## src/rtl/led_seq_pkg.sv

```systemverilog
`default_nettype none
// ---------------------------------------------------------------------------
// led_seq_pkg : shared encodings and reset defaults for the LED sequencer
// Revision    : 1.0
// ---------------------------------------------------------------------------
package led_seq_pkg;

  typedef enum logic [1:0] {
    MODE_OFF       = 2'd0,
    MODE_BLINK_ALL = 2'd1,
    MODE_CHASE     = 2'd2,
    MODE_BOUNCE    = 2'd3
  } mode_t;

  typedef enum logic [1:0] {
    ST_IDLE  = 2'd0,
    ST_LOAD  = 2'd1,
    ST_RUN   = 2'd2,
    ST_PAUSE = 2'd3
  } state_t;

  localparam int LED_DEFAULT_HALF = 5;

endpackage
`default_nettype wire

```

## src/rtl/led_tick_timer.sv

```systemverilog
`default_nettype none
// ---------------------------------------------------------------------------
// led_tick_timer : half-period tick counter, strobes step on the last tick
// Revision       : 1.0
// ---------------------------------------------------------------------------
module led_tick_timer #(
  parameter int CNT_W = 32
) (
  input  logic             clk,
  input  logic             rst,
  input  logic             clear,
  input  logic             run,
  input  logic [CNT_W-1:0] half,
  output logic             step
);

  logic [CNT_W-1:0] tick;
  logic [CNT_W-1:0] half_eff;

  // A half-period of zero is treated as one so the counter always wraps.
  always_comb begin
    half_eff = (half == '0) ? CNT_W'(1) : half;
    step     = run && (tick == half_eff - CNT_W'(1));
  end

  always_ff @(posedge clk or negedge rst) begin
    if (!rst) begin
      tick <= '0;
    end else if (clear) begin
      tick <= '0;
    end else if (run) begin
      tick <= step ? '0 : tick + CNT_W'(1);
    end
  end

endmodule
`default_nettype wire

```

## src/rtl/led_pattern_sequencer.sv

```systemverilog
`default_nettype none
// ---------------------------------------------------------------------------
// led_pattern_sequencer : steps an LED pattern (off/blink/chase/bounce)
// Revision              : 1.0
// ---------------------------------------------------------------------------
module led_pattern_sequencer
  import led_seq_pkg::*;
#(
  parameter int NUM_LEDS     = 8,
  parameter int CNT_W        = 32,
  parameter int DEFAULT_HALF = LED_DEFAULT_HALF
) (
  input  logic                clk,
  input  logic                rst,
  input  logic                cfg_valid,
  output logic                cfg_ready,
  input  logic [1:0]          cfg_mode,
  input  logic [CNT_W-1:0]    cfg_half,
  input  logic                enable,
  output logic [NUM_LEDS-1:0] led,
  output logic                step_pulse
);

  state_t              state, state_nxt;
  mode_t               mode;
  logic [CNT_W-1:0]    half;
  logic                dir_up, dir_nxt;
  logic [NUM_LEDS-1:0] led_nxt, led_init;
  logic                accept, active, tmr_clear, tmr_run, tmr_step;

  always_comb begin
    cfg_ready = (state != ST_LOAD);
    accept    = cfg_valid && cfg_ready;
    // Counting follows the sampled enable, so a paused pattern resumes on
    // the very edge enable returns.
    active    = enable && ((state == ST_RUN) || (state == ST_PAUSE));
    tmr_clear = accept || (state == ST_LOAD);
    tmr_run   = active && !accept;
  end

  led_tick_timer #(.CNT_W(CNT_W)) u_timer (
    .clk   (clk),
    .rst   (rst),
    .clear (tmr_clear),
    .run   (tmr_run),
    .half  (half),
    .step  (tmr_step)
  );

  always_comb begin
    state_nxt = state;
    if (accept) begin
      state_nxt = ST_LOAD;
    end else begin
      case (state)
        ST_LOAD:  state_nxt = (mode == MODE_OFF) ? ST_IDLE : (enable ? ST_RUN : ST_PAUSE);
        ST_RUN:   if (!enable) state_nxt = ST_PAUSE;
        ST_PAUSE: if (enable) state_nxt = ST_RUN;
        default:  state_nxt = state;
      endcase
    end
  end

  always_comb begin
    led_init = '0;
    led_nxt  = led;
    dir_nxt  = dir_up;
    case (mode)
      MODE_BLINK_ALL: led_init = '1;
      MODE_CHASE,
      MODE_BOUNCE:    led_init = NUM_LEDS'(1);
      default:        led_init = '0;
    endcase
    case (mode)
      MODE_BLINK_ALL: led_nxt = ~led;
      MODE_CHASE:     led_nxt = (led << 1) | (led >> (NUM_LEDS - 1));
      MODE_BOUNCE: begin
        // A single LED has nowhere to bounce; it simply stays lit.
        if (NUM_LEDS > 1) begin
          if (dir_up) begin
            if (led[NUM_LEDS-1]) begin
              led_nxt = led >> 1;
              dir_nxt = 1'b0;
            end else begin
              led_nxt = led << 1;
            end
          end else begin
            if (led[0]) begin
              led_nxt = led << 1;
              dir_nxt = 1'b1;
            end else begin
              led_nxt = led >> 1;
            end
          end
        end
      end
      default:        led_nxt = led;
    endcase
  end

  always_ff @(posedge clk or negedge rst) begin
    if (!rst) begin
      state      <= ST_IDLE;
      mode       <= MODE_OFF;
      half       <= CNT_W'(DEFAULT_HALF);
      led        <= '0;
      dir_up     <= 1'b1;
      step_pulse <= 1'b0;
    end else begin
      state      <= state_nxt;
      step_pulse <= 1'b0;
      if (accept) begin
        mode <= mode_t'(cfg_mode);
        half <= cfg_half;
      end else if (state == ST_LOAD) begin
        led    <= led_init;
        dir_up <= 1'b1;
      end else if (tmr_step) begin
        led        <= led_nxt;
        dir_up     <= dir_nxt;
        step_pulse <= 1'b1;
      end
    end
  end

endmodule
`default_nettype wire

```

## config.mk

```make
export PLATFORM = sky130hd
export DESIGN_NAME = led_pattern_sequencer
export DESIGN_NICKNAME = d
export VERILOG_FILES = /design/src/rtl/led_seq_pkg.sv /design/src/rtl/led_tick_timer.sv /design/src/rtl/led_pattern_sequencer.sv
export SDC_FILE = /design/constraint.sdc
export NUM_CORES = 1
export LEC_CHECK = 0
export CAP_MARGIN = 20
export CORE_MARGIN = 1.5
export CORE_UTILIZATION = 35
export CTS_CLUSTER_DIAMETER = 80
export DETAILED_ROUTE_END_ITERATION = 6
export PLACE_DENSITY = 0.62
export REMOVE_ABC_BUFFERS = 1
export SLEW_MARGIN = 20
export SYNTH_ARGS = -nofsm -noshare
export SYNTH_HDL_FRONTEND = slang
export SYNTH_SLANG_ARGS = --single-unit
```

## constraint.sdc

```tcl
create_clock -name clk -period 12.76 [get_ports clk]
set_input_delay 2.552 -clock clk [delete_from_list [all_inputs] [get_ports clk]]
set_output_delay 2.552 -clock clk [all_outputs]
set_load 0.03 [all_outputs]
```

==> flow_summary.html <==
<table>
<tr><th>Metric</th><th>Value</th></tr>
<tr><th colspan="2">Cells and area</th></tr>
<tr><td>Net count reported at finish</td><td>636</td></tr>
<tr><td>Highest-count cells in the layout ignoring fill and taps</td><td>sky130_fd_sc_hd__dfrtp_1, sky130_fd_sc_hd__clkdlybuf4s50_1, sky130_fd_sc_hd__nand2_1</td></tr>
<tr><td>Area added between synthesis and finish</td><td>17.2%</td></tr>
<tr><td>Most common library cell in the layout ignoring fill and taps</td><td>sky130_fd_sc_hd__dfrtp_1</td></tr>
<tr><td>Final instance count without filler cells</td><td>780</td></tr>
<tr><td>Antenna cells</td><td>0</td></tr>
<tr><td>Fill cell instance count of the final layout</td><td>1428</td></tr>
<tr><td>Layout cell share with drive strength beyond 1</td><td>12.9%</td></tr>
<tr><th colspan="2">Logic synthesis</th></tr>
<tr><td>Number of different library cells in the post-synthesis netlist</td><td>64</td></tr>
<tr><td>Area of the mapped netlist</td><td>5200 um2</td></tr>
<tr><td>Mean area per synthesized cell</td><td>9.25 um2</td></tr>
<tr><td>Seq/Total Area, Yosys</td><td>37.6%</td></tr>
<tr><td>Async set or reset register ratio after synthesis</td><td>100%</td></tr>
<tr><td>Number of enable flip-flop cells after synthesis</td><td>0</td></tr>
<tr><td>Synthesis Warnings</td><td>0</td></tr>
<tr><td>Instance count of the mapped netlist</td><td>563</td></tr>
<tr><td>Count of state elements after synthesis</td><td>78</td></tr>
<tr><td>Post-synth top flop</td><td>sky130_fd_sc_hd__dfrtp_1</td></tr>
<tr><th colspan="2">Drt</th></tr>
<tr><td>Number of detailed-routing iterations run before antenna repair</td><td>5</td></tr>
<tr><td>Drt wl/cell</td><td>17.1 um</td></tr>
<tr><td>Avg Vias per Cell</td><td>5.75</td></tr>
<tr><td>Number of DRC markers after the initial detailed-route iteration</td><td>217</td></tr>
<tr><td>Vias after detailed routing</td><td>4487</td></tr>
<tr><td>Post-route ant nets</td><td>0</td></tr>
<tr><td>DRC</td><td>0</td></tr>
<tr><td>DRT Wirelength</td><td>13300 um</td></tr>
<tr><th colspan="2">GRT</th></tr>
<tr><td>Pin count of the biggest net entering global routing</td><td>79</td></tr>
<tr><td>Global routing usage summed across all routing layers</td><td>17.8%</td></tr>
<tr><td>Initial antenna violation count</td><td>0</td></tr>
<tr><td>Total overflow reported by the global router</td><td>0</td></tr>
<tr><td>Vias in the first global route</td><td>4311</td></tr>
<tr><td>Global-route wire length before repair</td><td>22200 um</td></tr>
<tr><th colspan="2">Worst hold path</th></tr>
<tr><td>Class of the worst hold path</td><td>register to register</td></tr>
<tr><td>Beginning of the worst hold path</td><td>u_timer.tick[27]</td></tr>
<tr><th colspan="2">Floorplan</th></tr>
<tr><td>Number of standard-cell rows in the floorplan</td><td>44</td></tr>
<tr><td>Total Die Area</td><td>15600 um2</td></tr>
<tr><td>X dimension of the die</td><td>125 um</td></tr>
<tr><td>Initial core utilization</td><td>35.8%</td></tr>
<tr><td>Die outline height</td><td>125 um</td></tr>
<tr><td>Number of top-level pins</td><td>48</td></tr>
<tr><td>Core Region</td><td>14500 um2</td></tr>
<tr><th colspan="2">Worst setup path</th></tr>
<tr><td>R2R setup slack</td><td>7600 ps</td></tr>
<tr><td>Worst Path Max Fanout</td><td>44</td></tr>
<tr><td>Kind of end point of the critical path</td><td>register</td></tr>
<tr><td>Maximum cell stage delay along the critical path</td><td>680 ps</td></tr>
<tr><td>Launch instance of the worst register-to-register path</td><td>half[2]</td></tr>
<tr><td>Worst-path cell chain</td><td>nor4_1 &gt; and3_1 &gt; a31oi_1 &gt; ha_1 &gt; or4b_2 &gt; or2_1 &gt; or4_1 &gt; mux2i_1 &gt; a2111oi_1 &gt; nand4_2 &gt; o21bai_2 &gt; buf_4 &gt; nor2_1 &gt; a211o_1</td></tr>
<tr><td>Combined buffer and inverter count along the critical path</td><td>1</td></tr>
<tr><td>Required time of the worst setup path</td><td>12990 ps</td></tr>
<tr><td>Nature of the critical path startpoint</td><td>register</td></tr>
<tr><td>Type of the worst setup path</td><td>register to register</td></tr>
<tr><td>Slowest-stage cell, CP</td><td>sky130_fd_sc_hd__or4b_2</td></tr>
<tr><td>Crit path from</td><td>half[2]</td></tr>
<tr><td>Family of cells with the greatest summed delay on the critical path</td><td>simple AND/OR/NAND/NOR gates</td></tr>
<tr><td>Worst endpoint data arrival time</td><td>5390 ps</td></tr>
<tr><th colspan="2">Clock tree</th></tr>
<tr><td>Number of CTS-inserted buffers</td><td>9</td></tr>
<tr><td>CTS Root Buffer Type</td><td>sky130_fd_sc_hd__clkbuf_16</td></tr>
<tr><td>Clock tree from TritonCTS</td><td>done</td></tr>
<tr><td>Worst-case clock buffer depth</td><td>2</td></tr>
<tr><td>Worst-skew pair later-pin latency</td><td>350 ps</td></tr>
<tr><td>Number of clock sinks</td><td>78</td></tr>
<tr><td>Clock transition at the register clock pins on the worst setup and hold paths after CTS</td><td>60 ps</td></tr>
<tr><td># H-tree levels</td><td>3</td></tr>
<tr><td>Post-CTS Resized</td><td>0</td></tr>
<tr><td>Post-cts hold buffer count</td><td>0</td></tr>
<tr><td>Buffers inserted by post-CTS timing repair</td><td>0</td></tr>
<tr><th colspan="2">STA</th></tr>
<tr><td>Worst-Margin Slew</td><td>939 ps</td></tr>
<tr><td>Period Utilization, post-route</td><td>40.4%</td></tr>
<tr><td>Final-report hold violation count</td><td>0</td></tr>
<tr><td>Fin Clk Skew</td><td>8.22 ps</td></tr>
<tr><td>RSZ-0062 raised after global routing</td><td>no</td></tr>
<tr><td>Number of slew-limit violations in the final report</td><td>0</td></tr>
<tr><td>Summed negative setup slack over all endpoints</td><td>0 ps</td></tr>
<tr><td>Final setup violation count</td><td>0</td></tr>
<tr><td>Time the worst path needs with I/O delays and setup</td><td>5160 ps</td></tr>
<tr><td>Fmax</td><td>194 MHz</td></tr>
<tr><td>Remaining max-slew budget at the tightest pin</td><td>37.2%</td></tr>
<tr><th colspan="2">Place</th></tr>
<tr><td>Placed wire-length estimate after detailed placement</td><td>9580 um</td></tr>
<tr><td>GP Congestion</td><td>0.888</td></tr>
<tr><td>Number of cells after detailed placement</td><td>764</td></tr>
<tr><td>Port-buffer cells</td><td>47</td></tr>
<tr><th colspan="2">Run</th></tr>
<tr><td>Number of max-cap violations</td><td>0</td></tr>
<tr><th colspan="2">Power and ir drop</th></tr>
<tr><td>Power per cell area</td><td>192 nW/um2</td></tr>
<tr><td>Leak</td><td>2.42 nW</td></tr>
<tr><td>Worst voltage drop across the vdd grid</td><td>93.3 uV</td></tr>
<tr><th colspan="2">Run status</th></tr>
<tr><td>Outcome</td><td>finished, final reports clean</td></tr>
</table>
## where the power goes
part	switching (W)	internal (W)	total [W]
registers	0.000120	0.000319	0.000439
logic	0.000251	0.000215	0.000466
clock network	0.000106	0.000162	0.000268
total	0.000476	0.000696	0.00117
## sequential cells by signal (all words and copies together), names as in the netlist
register      flops
u_timer.tick     32
led               8
half             32
state             2
dir_up            1
step_pulse        1
mode              2
## kinds of logic (layout without fill, tap and decap cells)
group	count (synthesis)	after routing	share of synthesized area, %
fa+ha+maj	7	7	1.68
mux	52	52	10.8
flops	78	78	37.6
xor+xnor	42	42	7.36
simple gates	216	216	22.9
buf+inv	49	82	3.89
compound gates	119	119	15.7
## cells in the mapped netlist, types with 7 or more instances
cell type                  instances  area share (%)
sky130_fd_sc_hd__dfrtp_1          75              36
sky130_fd_sc_hd__nand2_1          44             3.2
sky130_fd_sc_hd__mux2_2           35             7.6
sky130_fd_sc_hd__nor2_1           33             2.4
sky130_fd_sc_hd__clkbuf_1         24             1.7
sky130_fd_sc_hd__nor3_1           24             2.3
sky130_fd_sc_hd__nand3_1          23             2.2
sky130_fd_sc_hd__xnor2_1          22             3.7
sky130_fd_sc_hd__a21oi_1          19             1.8
sky130_fd_sc_hd__o21ai_0          19             1.8
sky130_fd_sc_hd__xor2_1           19             3.2
sky130_fd_sc_hd__mux2i_1          17             3.3
sky130_fd_sc_hd__inv_1            16             1.2
sky130_fd_sc_hd__nor4_1           16             1.9
sky130_fd_sc_hd__a21o_1           15             2.2
sky130_fd_sc_hd__o21ai_1          13             1.2
sky130_fd_sc_hd__and3_1           11             1.3
sky130_fd_sc_hd__or4_1            10             1.4
sky130_fd_sc_hd__nand4_1           9             1.1
sky130_fd_sc_hd__or3_1             9             1.1
sky130_fd_sc_hd__a211o_1           8             1.3
sky130_fd_sc_hd__ha_1              7             1.7
sky130_fd_sc_hd__o221ai_1          7             1.2
## cell type report
type | count | area, um2 | share of cell area, %
inverters | 16 | 60.1 | 0.984
repair buffers | 50 | 494 | 8.10
clock inverters | 5 | 57.6 | 0.943
clock buffers | 11 | 253 | 4.14
flip-flops and latches | 78 | 1960 | 32.0
multi-input cells | 436 | 3050 | 50.0
well taps | 184 | 230 | 3.77
## worst register-to-register path: stages, from the launching register on
cell                        delay (ps)
sky130_fd_sc_hd__dfstp_2           610
sky130_fd_sc_hd__nor4_1            120
sky130_fd_sc_hd__and3_1            330
sky130_fd_sc_hd__a31oi_1           230
sky130_fd_sc_hd__ha_1              260
sky130_fd_sc_hd__or4b_2            680
sky130_fd_sc_hd__or2_1             350
sky130_fd_sc_hd__or4_1             510
sky130_fd_sc_hd__mux2i_1           160
sky130_fd_sc_hd__a2111oi_1         540
sky130_fd_sc_hd__nand4_2           290
sky130_fd_sc_hd__o21bai_2          190
sky130_fd_sc_hd__buf_4             400
sky130_fd_sc_hd__nor2_1            110
sky130_fd_sc_hd__a211o_1           270
## through the flow
stage,setup slack [ps],hold WS (ps),utilization (%),area [um2],total power (W)
after floorplan,7780,487,-,5060,0.000746
after global placement,7460,507,39.8,5790,0.000888
after detailed placement,7300,542,39.8,5790,0.000902
after CTS,7630,554,42.0,6100,0.00118
after global routing,7350,575,42.0,6100,0.00125
final,7600,555,42.0,6100,0.00117
## layer usage
layer | vias to the layer above | share of wire [%] | global-route usage, %
met5 | - | 0 | 0
met2 | 143 | 46 | 27.8
met1 | 2189 | 47 | 24.2
li1 | 2137 | - | -
met3 | 18 | 5.9 | 4.41
met4 | 0 | 1.8 | 6.42
## path summary, 6_finish.rpt
path / endpoint / cells past startpoint
max: u_timer.tick[19] / 14
min: u_timer.tick[27] / 1
max reg2reg: u_timer.tick[19] / 14
min reg2reg: u_timer.tick[27] / 1
max in group asynchronous: half[22] / 1
min in group asynchronous: led[5] / 1
Note: power is estimated with default switching activity, not from simulation.
